===== src/rtl/led_walk_ctrl_if.sv =====
// ---------------------------------------------------------------------------
// led_walk_ctrl_if
//   Step-command channel between the LED-walk scheduler and the walker.
//   master : scheduler side (drives valid/dir/axis plus queue status)
//   slave  : walker side (drives ready)
// Signals
//   step_valid  head command present
//   step_ready  walker accepts the head command this cycle
//   step_dir    1 = increment (CW), 0 = decrement (CCW)
//   step_axis   0 = x, 1 = y
//   pending     queued command count
//   overflow    sticky event-dropped flag
// ---------------------------------------------------------------------------
interface led_walk_ctrl_if #(
  parameter int PW = 3
);
  logic          step_valid;
  logic          step_ready;
  logic          step_dir;
  logic          step_axis;
  logic [PW-1:0] pending;
  logic          overflow;

  modport master (
    output step_valid, step_dir, step_axis, pending, overflow,
    input  step_ready
  );

  modport slave (
    input  step_valid, step_dir, step_axis, pending, overflow,
    output step_ready
  );
endinterface


===== src/rtl/led_walk_ctrl.sv =====
// ---------------------------------------------------------------------------
// led_walk_ctrl
//   Step scheduler for the LED-walk datapath. Raw rotary-encoder lines are
//   synchronised and debounced, full detents are decoded into direction
//   events tagged with the selected axis, and the events are queued in a
//   small FIFO that drains one command at a time over valid/ready.
//
// Parameters
//   DEB_CYCLES  stable cycles before a debounced line flips (>=1)
//   QDEPTH      FIFO depth in commands (power of two, >=2)
//   PW          pending-count width, 2**PW > QDEPTH
//
// Ports
//   clk       system clock, rising edge
//   rst_n     asynchronous active-low reset
//   rot_a     raw encoder channel A (async, bouncy)
//   rot_b     raw encoder channel B (async, bouncy)
//   axis_sel  axis tag sampled when an event is written
//   step      led_walk_ctrl_if.master: step_valid/dir/axis, step_ready,
//             pending, overflow
//
// Build option
//   LED_WALK_CTRL_COALESCE_EN : an event that is the opposite direction of
//   the tail entry on the same axis cancels that entry instead of queuing.
// ---------------------------------------------------------------------------

// Per-channel 2-flop synchroniser + debouncer. Instantiated as an array,
// one instance per encoder line.
module led_walk_deb #(
  parameter int DEB_CYCLES = 16
) (
  input  logic clk,
  input  logic rst_n,
  input  logic raw_i,
  output logic deb_o
);
  localparam int CW = (DEB_CYCLES < 2) ? 1 : $clog2(DEB_CYCLES);

  logic          sync1_q, sync2_q, deb_q;
  logic [CW-1:0] cnt_q;

  always_ff @(posedge clk or negedge rst_n) begin
    if (!rst_n) begin
      sync1_q <= 1'b0;
      sync2_q <= 1'b0;
      deb_q   <= 1'b0;
      cnt_q   <= '0;
    end else begin
      sync1_q <= raw_i;
      sync2_q <= sync1_q;
      if (sync2_q == deb_q) begin
        cnt_q <= '0;
      end else if (cnt_q == CW'(DEB_CYCLES - 1)) begin
        // this edge is the DEB_CYCLES-th consecutive mismatch: accept it
        deb_q <= ~deb_q;
        cnt_q <= '0;
      end else begin
        cnt_q <= cnt_q + 1'b1;
      end
    end
  end

  assign deb_o = deb_q;
endmodule

module led_walk_ctrl #(
  parameter int DEB_CYCLES = 16,
  parameter int QDEPTH     = 4,
  parameter int PW         = 3
) (
  input  logic            clk,
  input  logic            rst_n,
  input  logic            rot_a,
  input  logic            rot_b,
  input  logic            axis_sel,
  led_walk_ctrl_if.master step
);
  localparam int AW = $clog2(QDEPTH);

  typedef struct packed {
    logic axis;
    logic dir;
  } cmd_t;

  // ---------------- debounce (bit 1 = A, bit 0 = B) ----------------
  logic [1:0] raw, deb;
  assign raw = {rot_a, rot_b};

  led_walk_deb #(.DEB_CYCLES(DEB_CYCLES)) u_deb [1:0] (
    .clk   (clk),
    .rst_n (rst_n),
    .raw_i (raw),
    .deb_o (deb)
  );

  // ---------------- quadrature decoder ----------------
  logic [1:0]        st_q;
  logic signed [3:0] acc_q, acc_d, acc_n;
  logic signed [3:0] delta;
  logic              evt_vld_q, evt_vld_d;
  logic              evt_dir_q, evt_dir_d;
  logic              enter00;

  always_comb begin
    delta = 4'sd0;
    case ({st_q, deb})
      4'b00_10, 4'b10_11, 4'b11_01, 4'b01_00: delta =  4'sd1;  // CW
      4'b00_01, 4'b01_11, 4'b11_10, 4'b10_00: delta = -4'sd1;  // CCW
      default:                                delta =  4'sd0;  // hold or illegal
    endcase
  end

  always_comb begin
    acc_n     = acc_q + delta;
    enter00   = (deb == 2'b00) && (st_q != 2'b00);
    acc_d     = acc_n;
    evt_vld_d = 1'b0;
    evt_dir_d = 1'b0;
    if (enter00) begin
      // only a full detent in one direction reaches +/-4 by the time we land on 00
      evt_vld_d = (acc_n == 4'sd4) || (acc_n == -4'sd4);
      evt_dir_d = (acc_n == 4'sd4);
      acc_d     = 4'sd0;
    end
  end

  always_ff @(posedge clk or negedge rst_n) begin
    if (!rst_n) begin
      st_q      <= 2'b00;
      acc_q     <= 4'sd0;
      evt_vld_q <= 1'b0;
      evt_dir_q <= 1'b0;
    end else begin
      st_q      <= deb;
      acc_q     <= acc_d;
      evt_vld_q <= evt_vld_d;
      evt_dir_q <= evt_dir_d;
    end
  end

  // ---------------- command FIFO ----------------
  cmd_t [QDEPTH-1:0] mem_q;
  logic [AW-1:0]     wptr_q, wptr_d, rptr_q, rptr_d;
  logic [PW-1:0]     cnt_q, cnt_d;
  logic              ovf_q, ovf_d;
  logic              pop, push, push_req, full;
  cmd_t              head, new_cmd;

  assign full    = (cnt_q == PW'(QDEPTH));
  assign pop     = (cnt_q != '0) && step.step_ready;
  assign head    = mem_q[rptr_q];
  assign new_cmd = '{axis: axis_sel, dir: evt_dir_q};

`ifdef LED_WALK_CTRL_COALESCE_EN
  logic cancel;
  cmd_t tail;
  assign tail = mem_q[wptr_q - AW'(1)];

  // Opposite step on the same axis annihilates the tail, unless the tail is
  // the head and is leaving this very cycle (then there is nothing to cancel).
  always_comb begin
    cancel = evt_vld_q && (cnt_q != '0) && (tail.axis == axis_sel) &&
             (tail.dir != evt_dir_q) && !((cnt_q == PW'(1)) && pop);
  end

  always_comb begin
    push_req = evt_vld_q && !cancel;
    push     = push_req && (!full || pop);
    ovf_d    = ovf_q | (push_req && full && !pop);
    cnt_d    = cnt_q + PW'(push) - PW'(pop) - PW'(cancel);
    rptr_d   = pop ? rptr_q + AW'(1) : rptr_q;
    wptr_d   = push   ? wptr_q + AW'(1) :
               cancel ? wptr_q - AW'(1) : wptr_q;
  end
`else
  always_comb begin
    push_req = evt_vld_q;
    // a full FIFO still accepts when the head leaves in the same cycle
    push     = push_req && (!full || pop);
    ovf_d    = ovf_q | (push_req && full && !pop);
    cnt_d    = cnt_q + PW'(push) - PW'(pop);
    rptr_d   = pop  ? rptr_q + AW'(1) : rptr_q;
    wptr_d   = push ? wptr_q + AW'(1) : wptr_q;
  end
`endif

  always_ff @(posedge clk or negedge rst_n) begin
    if (!rst_n) begin
      mem_q  <= '0;
      wptr_q <= '0;
      rptr_q <= '0;
      cnt_q  <= '0;
      ovf_q  <= 1'b0;
    end else begin
      if (push) mem_q[wptr_q] <= new_cmd;
      wptr_q <= wptr_d;
      rptr_q <= rptr_d;
      cnt_q  <= cnt_d;
      ovf_q  <= ovf_d;
    end
  end

  // ---------------- outputs ----------------
  always_comb begin
    step.step_valid = (cnt_q != '0);
    step.step_dir   = step.step_valid ? head.dir  : 1'b0;
    step.step_axis  = step.step_valid ? head.axis : 1'b0;
    step.pending    = cnt_q;
    step.overflow   = ovf_q;
  end
endmodule


===== src/flat_wrapper.sv =====
// flat-port wrapper written by rule: the top's interface ports become plain ports
module led_walk_ctrl_flat 
#(
  parameter int DEB_CYCLES = 16,
  parameter int QDEPTH     = 4,
  parameter int PW         = 3
)
  (clk, rst_n, rot_a, rot_b, axis_sel, step_step_valid, step_step_dir, step_step_axis, step_pending, step_overflow, step_step_ready);
  led_walk_ctrl_if #(.PW(PW)) step_i ();
  input  logic clk;
  input  logic rst_n;
  input  logic rot_a;
  input  logic rot_b;
  input  logic axis_sel;
  output wire logic [$bits(step_i.step_valid)-1:0] step_step_valid;
  output wire logic [$bits(step_i.step_dir)-1:0] step_step_dir;
  output wire logic [$bits(step_i.step_axis)-1:0] step_step_axis;
  output wire logic [$bits(step_i.pending)-1:0] step_pending;
  output wire logic [$bits(step_i.overflow)-1:0] step_overflow;
  input wire logic [$bits(step_i.step_ready)-1:0] step_step_ready;
  assign step_step_valid = step_i.step_valid;
  assign step_step_dir = step_i.step_dir;
  assign step_step_axis = step_i.step_axis;
  assign step_pending = step_i.pending;
  assign step_overflow = step_i.overflow;
  assign step_i.step_ready = step_step_ready;
  led_walk_ctrl #(.DEB_CYCLES(DEB_CYCLES), .QDEPTH(QDEPTH), .PW(PW)) u_core (.clk(clk), .rst_n(rst_n), .rot_a(rot_a), .rot_b(rot_b), .axis_sel(axis_sel), .step(step_i));
endmodule

===== config.mk =====
export PLATFORM = sky130hd
export DESIGN_NAME = led_walk_ctrl_flat
export DESIGN_NICKNAME = d
export VERILOG_FILES = /design/src/rtl/led_walk_ctrl_if.sv /design/src/rtl/led_walk_ctrl.sv /design/src/flat_wrapper.sv
export SDC_FILE = /design/constraint.sdc
export NUM_CORES = 1
export LEC_CHECK = 0
export CAP_MARGIN = 20
export CORE_ASPECT_RATIO = 0.9
export CORE_MARGIN = 4
export CORE_UTILIZATION = 50
export DETAILED_ROUTE_END_ITERATION = 16
export PLACE_DENSITY = 0.7
export REMOVE_ABC_BUFFERS = 1
export SETUP_SLACK_MARGIN = 0.1
export SYNTH_ARGS = -nofsm -noshare
export SYNTH_HDL_FRONTEND = slang
export SYNTH_SLANG_ARGS = --single-unit

===== constraint.sdc =====
create_clock -name clk -period 4.8 [get_ports clk]
set_input_delay 0.48 -clock clk [delete_from_list [all_inputs] [get_ports clk]]
set_output_delay 0.48 -clock clk [all_outputs]
set_load 0.01 [all_outputs]

Word level (Yosys, flattened, before mapping)
Memories as Yosys holds them, arrays and structs flattened.
Index checks and enable logic that the tools add are counted.
{"block": "totals", "output_inout_bits": 7, "latch_bits": 0, "inputBits": 6, "ram_bits": 0, "memories": 1, "register_bits": 38, "wordCells": 76, "romBits": 64}
{"block": "classes", "shift": 0, "add_sub_neg": 7, "bitwise": 5, "n_mux": 14, "eq_ne": 7, "div_mod_pow": 0, "order_cmp": 3, "reduce_logical": 15, "mul": 0}
{"name": "(no name shown)", "depth": 16, "width": 4, "read_ports": 1, "rd_clocked_by_memory_dff": 0, "write_ports": 0, "line": "led_walk_ctrl.sv:106", "rtl": "case ({st_q, deb})"}
{"operator": "4-bit two-way mux", "count": 5}
{"operator": "4-bit equality test, second input constant", "count": 3}
{"operator": "4-bit by 1-bit adder with 4-bit output, second input constant", "count": 2}
{"operator": "8-bit bitwise mux", "count": 1}
{"operator": "1-bit logical AND", "count": 6}
{"operator": "2-bit by 3-bit less-than comparator with 1-bit output, second input constant", "count": 2}
{"operator": "2-bit by 1-bit adder with 2-bit output, second input constant", "count": 2}
{"operator": "4-bit adder", "count": 1}
{"operator": "2-bit binary-select mux with 2-bit select", "count": 1}
{"operator": "2-bit demux with 2-bit select", "count": 1}
{"operator": "4-bit by 3-bit equality test with 1-bit output, second input constant", "count": 1}
{"operator": "1-bit two-way mux", "count": 4}
{"operator": "2-bit two-way mux", "count": 2}
{"operator": "1-bit NOT", "count": 4}
{"operator": "2-bit AND reduction", "count": 2}
{"operator": "3-bit by 1-bit adder with 3-bit output", "count": 1}
{"operator": "3-bit equality test, second input constant", "count": 1}
{"operator": "3-bit nonzero test", "count": 1}
{"operator": "3-bit by 1-bit subtractor with 3-bit output", "count": 1}
{"operator": "1-bit equality test", "count": 2}
{"operator": "2-bit by 1-bit greater-or-equal comparator with 1-bit output, second input constant", "count": 1}
{"operator": "1-bit logical NOT", "count": 2}
{"operator": "2-bit logical NOT", "count": 1}
{"operator": "1-bit logical OR", "count": 2}
{"operator": "other kinds (2)", "count": 2}

Logic depth before layout (Yosys ltp)
{"block": "logic_depth", "depth_word": 6, "ltp_mapped": 9}

Hierarchy
From an unflattened synthesis, not the netlist that was laid out.
{"block": "unflattened", "cells_unflattened": 133, "hier_area_um2": 1783.0}
{"mod": "led_walk_ctrl", "area_per_inst_um2": 1222.4, "instances": 1, "seq_area_each_um2": 600.6, "cells_each": 93}
{"mod": "led_walk_deb", "area_per_inst_um2": 280.3, "instances": 2, "seq_area_each_um2": 175.2, "cells_each": 20}

Worst setup path after synthesis
Ideal clock, no wire load.
{"block": "synth_path", "path_kind": "register -> register", "start": "reg u_core.u_deb[1].deb_q", "end": "reg u_core.evt_dir_q", "synth_period_minus_slack_ns": 2.372, "path_buffers": 0, "path_stages_with_launch": 9, "arrival_time_ns": 2.300, "slack_ns": 2.428, "path_cell_list": "dfrtp_1 -> inv_1 -> ha_1 -> xnor2_1 -> xnor2_1 -> ha_1 -> fa_1 -> or4_1 -> nor2_1"}
{"block": "synth_via", "elab_chain_len": 4, "word_cells_on_any_way": 6}
{"element": "from (decl)", "line": "led_walk_ctrl.sv:39", "rtl": "logic sync1_q, sync2_q, deb_q;"}
{"element": "from (signal assigned)", "line": "led_walk_ctrl.sv:55", "rtl": "deb_q <= ~deb_q;"}
{"element": "memory 16 x 4 bit"}
{"element": "4-bit adder", "line": "led_walk_ctrl.sv:114", "rtl": "acc_n = acc_q + delta;"}
{"element": "4-bit equality test", "line": "led_walk_ctrl.sv:122", "rtl": "evt_dir_d = (acc_n == 4'sd4);"}
{"element": "1-bit two-way mux (*)", "line": "led_walk_ctrl.sv:119", "rtl": "if (enter00) begin"}
{"element": "net u_core.evt_dir_d", "line": "led_walk_ctrl.sv:101", "rtl": "logic evt_dir_q, evt_dir_d;"}
{"element": "to (signal assigned)", "line": "led_walk_ctrl.sv:137", "rtl": "evt_dir_q <= evt_dir_d;"}
{"element": "to (decl)", "line": "led_walk_ctrl.sv:101"}
Mark *: on every way through the listed nets, which the timed path passes. The rest lies on a longest branch.
A chain may end at the register's enable or synchronous reset.

Final worst setup path
Same ends and word-level chain as after synthesis.

==> impl.org <==
** Global routing
- Global-route wire length before repair :: 4836 µm
- Global routing consumed, over all layers together, 13.98% of the routing resources.
- Antenna violations before repair :: 0
- Vias in the first global route :: 1091
- Global routing finished with a remaining overflow of 0.
- Pin count of the biggest net entering global routing :: 39

** Drt
- Number of remaining DRC errors :: 0
- Count of nets left with antenna violations after detail routing :: 0
- Detailed routing inserted a total of 1017 vias.
- First drt pass iteration count :: 4
- After detailed routing, the average wire length per cell comes to 14.07 µm.
- Using the TritonRoute via totals, the vias-per-cell ratio works out to 5.325.
- Post-Route WL :: 2688 µm
- In this run, the number of DRC markers left after iteration 0 of detailed routing was 29.

** CTS
- Number of buffers added for setup after CTS :: 0
- Number of buffers inserted during clock tree synthesis :: 5
- TritonCTS clock tree :: done
- Post-CTS Resized :: 0
- Clock-pin slew was measured on the worst setup and hold paths at 70 ps.
- CTS placed an instance of clkbuf_8 at the clock tree root.
- Max clock buf depth :: 2
- Number of clock sinks :: 38
- The clock tree synthesis step divided the H-tree into 2 levels.
- For this design, the CTS-stage hold fixing added 0 buffers.
- Insertion delay of the later-clocked pin in the worst-skew pair :: 280 ps

** Floorplanning
- I/O pin count :: 13
- The die is 64.07 µm tall.
- The region available for standard cell placement spans 0.003378 mm².
- The initial utilization of the core area, before any placement, comes to 51.70%.
- Die Span X :: 70.30 µm
- Area of the die :: 0.004504 mm²
- Placement Rows :: 20

** STA
- Number of setup violations in the final report :: 0
- The worst pin sits at a relative slew slack of 62.13%.
- Adding up every negative setup slack in the final design gives 0 ps.
- Total count of hold-check failures in the final report :: 0
- Maximum achievable frequency :: 0.3867 GHz
- Once routing completed, OpenROAD measured the worst setup slack at 2214 ps.
- Tmin final :: 2586 ps
- Clock skew on the completed layout was measured at 2.512 ps.
- In the finished design, the share of the clock period the worst path needs comes to 53.88%.
- Final count of pins violating max slew :: 0
- Setup repair after global routing left no endpoint under its margin.
- Worst slew pin tran :: 566.8 ps

** Yosys
- In the synthesized netlist, the number of instances is 129.
- Cell area after technology mapping :: 0.001747 mm²
- Synthesized area divided by synthesized cell count :: 13.54 µm²
- After synthesis the netlist holds a flip-flop and latch count of 38.
- Library cells used by synthesis :: 24
- Yosys synthesis warning count :: 0
- For this run, the register share of the synthesized area comes to 54.44%.

** Worst setup path
- Critical path required time :: 5020 ps
- In this run the critical register-to-register path is captured at u_core.evt_dir_q.
- In this design, the stage delay of the slowest critical-path cell is 560 ps.
- Internal reg-to-reg setup slack :: 2210 ps
- CP arrival :: 2800 ps
- The worst setup path is of the reg2reg kind.
- In this run the critical register-to-register path is launched from u_core.u_deb[1].deb_o.
- Largest delay contributor family on the critical path :: adder cells
- In this run the worst setup path begins at u_core.u_deb[1].deb_o.
- Cell chain of the critical path :: inv_1 -> ha_1 -> xnor2_1 -> xnor2_1 -> ha_1 -> fa_1 -> or4_1 -> nor2_1
- Logic depth of the worst path, buffers included :: 8
- Startpoint type of the worst setup path :: flop
- The number of buffers and inverters on the critical path is 1.
- Category of the worst setup path capture point :: flop
- Cells on worst reg2reg path :: 8
- In this run the worst path has a maximum fanout of 6.
- Among all stages on the critical path, the largest delay is contributed by or4_1.
- The critical path ends at u_core.evt_dir_q.

** Placement
- Detailed placement ended at an HPWL of 2009 µm.
- Minimum setup slack after placement :: 2200 ps
- In this run the cell area measured after placement is 0.001924 mm².
- Placer's final routability congestion estimate :: 0.7591
- Port buffering added 12 buffers.

** Flow run
- Max-cap violations in this run came to 0.

** Cells and area
- Share of final-layout standard cells stronger than drive strength 1 :: 13.61%
- Diode count :: 0
- Commonest non-fill, non-tap cell in the layout :: dfrtp_1
- Post-route core utilization :: 59.41%
- Leaving out fill and tap cells, the most frequent cells in the layout are 38 x dfrtp_1, 15 x ha_1, 12 x clkdlybuf4s50_1, 11 x xnor2_1.
- NumNets Final :: 171
- Layout Area Growth over Synthesis :: 14.90%
- With fillers left out, the area of the finished cells amounts to 0.002007 mm².

** Worst hold path
- Path class of the lowest-slack min-delay path :: reg2reg

** Run status
- Outcome :: completed

** Power and ir drop
- Largest vdd supply drop :: 189.9 µV
- Dividing total power by cell area gives a power density of 367.8 mW/mm².
- For this design the static power due to leakage is 1.001 nW.
[layer usage]
| metal | track usage [%] | share of wire [%] | vias up |
|---|---|---|---|
| met2 | 22.43 | 50 | 25 |
| met3 | 4.245 | 5.0 | 8 |
| met4 | 8.852 | 2.4 | 0 |
| met5 | 0 | 0 | - |
| met1 | 16.29 | 43 | 511 |
| li1 | - | - | 473 |
[cell usage after synthesis]
master    number  area (µm²)
dfrtp_1       38       950.9
inv_1         10       37.54
nor2_1         4       15.01
a31oi_1        2       12.51
xor2_1         1       8.760
nand3_1        2       10.01
buf_2          1       5.000
mux4_2         3       67.56
or4_1          1       7.510
ha_1          15       187.7
a21oi_1        1       5.000
xnor2_1       11       96.34
and2_1         6       37.54
nor2b_1        3       18.77
nor3b_1        1       7.510
xnor3_1        1       22.52
mux2_2        10       112.6
o21ai_0        2       10.01
nor4b_1        1       8.760
or3_1          1       6.260
a21o_1         4       30.03
nand2_1        6       22.52
a311oi_1       3       26.28
fa_1           2       40.04
[cell type report]
| type | instances | area, µm² |
|---|---|---|
| multi-input cells | 80 | 753.2 |
| clock buffers | 6 | 82.58 |
| inverters | 10 | 37.54 |
| well taps | 44 | 55.05 |
| fillers | 272 | 1371 |
| repair buffers | 13 | 127.6 |
| flip-flops and latches | 38 | 950.9 |
[power breakdown]
part | internal, mW | switching (mW) | total (mW)
Clock | 0.111 | 0.100 | 0.211
Sequential | 0.352 | 0.0353 | 0.387
Combinational | 0.0827 | 0.0571 | 0.140
[cells by family (layout without fill, tap and decap cells)]
logic type,after synthesis,count (layout),share of synthesized area (%)
adders and majority gates,17,17,13.04
AOI/OAI and AO/OA,12,12,4.799
xor gates and xnor gates,13,13,7.306
DFF,38,38,54.44
muxes,13,13,10.32
and+or+nand+nor,25,25,7.665
buffers and inverters,11,29,2.435
[worst min-delay path by stage]
stage | slack, ps | end | startpoint | cells past startpoint
3_5_place_dp | 340 | u_core.u_deb[0].sync2_q | u_core.u_deb[0].sync1_q | 0
3_3_place_gp | 330 | u_core.u_deb[0].sync2_q | u_core.u_deb[0].sync1_q | 0
6_report | 350 | u_core.u_deb[0].sync2_q | u_core.u_deb[0].sync1_q | 0
5_1_grt | 360 | u_core.u_deb[1].sync2_q | u_core.u_deb[1].sync1_q | 0
2_1_floorplan | 180 | u_core.acc_q[0] | rst_n | 0
4_1_cts | 350 | u_core.u_deb[0].sync2_q | u_core.u_deb[0].sync1_q | 0
[worst reg2reg max path, cell delays in order, from the launching register on]
cell     delay (ps)
dfrtp_1         440
inv_1           100
ha_1            310
xnor2_1         170
xnor2_1         150
ha_1            220
fa_1            440
or4_1           560
nor2_1          130
[through the flow]
stage	cells	power (mW)	hold slack (ps)
final	191	0.7381	352.4
after global routing	191	0.7847	362.8
after CTS	191	0.7478	352.3
after detailed placement	185	0.5351	341.3
after global placement	185	0.5287	332.5
after floorplan	128	0.4722	184.4
[sequential cells by signal (all words and copies together), names as in the netlist, 2 cells and up]
register / flops
u_core.step.pending: 3
u_core.u_deb.sync1_q: 2
u_core.rptr_q: 2
u_core.mem_q: 8
u_core.wptr_q: 2
u_core.acc_q: 4
u_core.u_deb.sync2_q: 2
u_core.st_q: 2
u_core.u_deb.deb_o: 2
u_core.u_deb.cnt_q: 8
(Power assumes the default switching activity.)
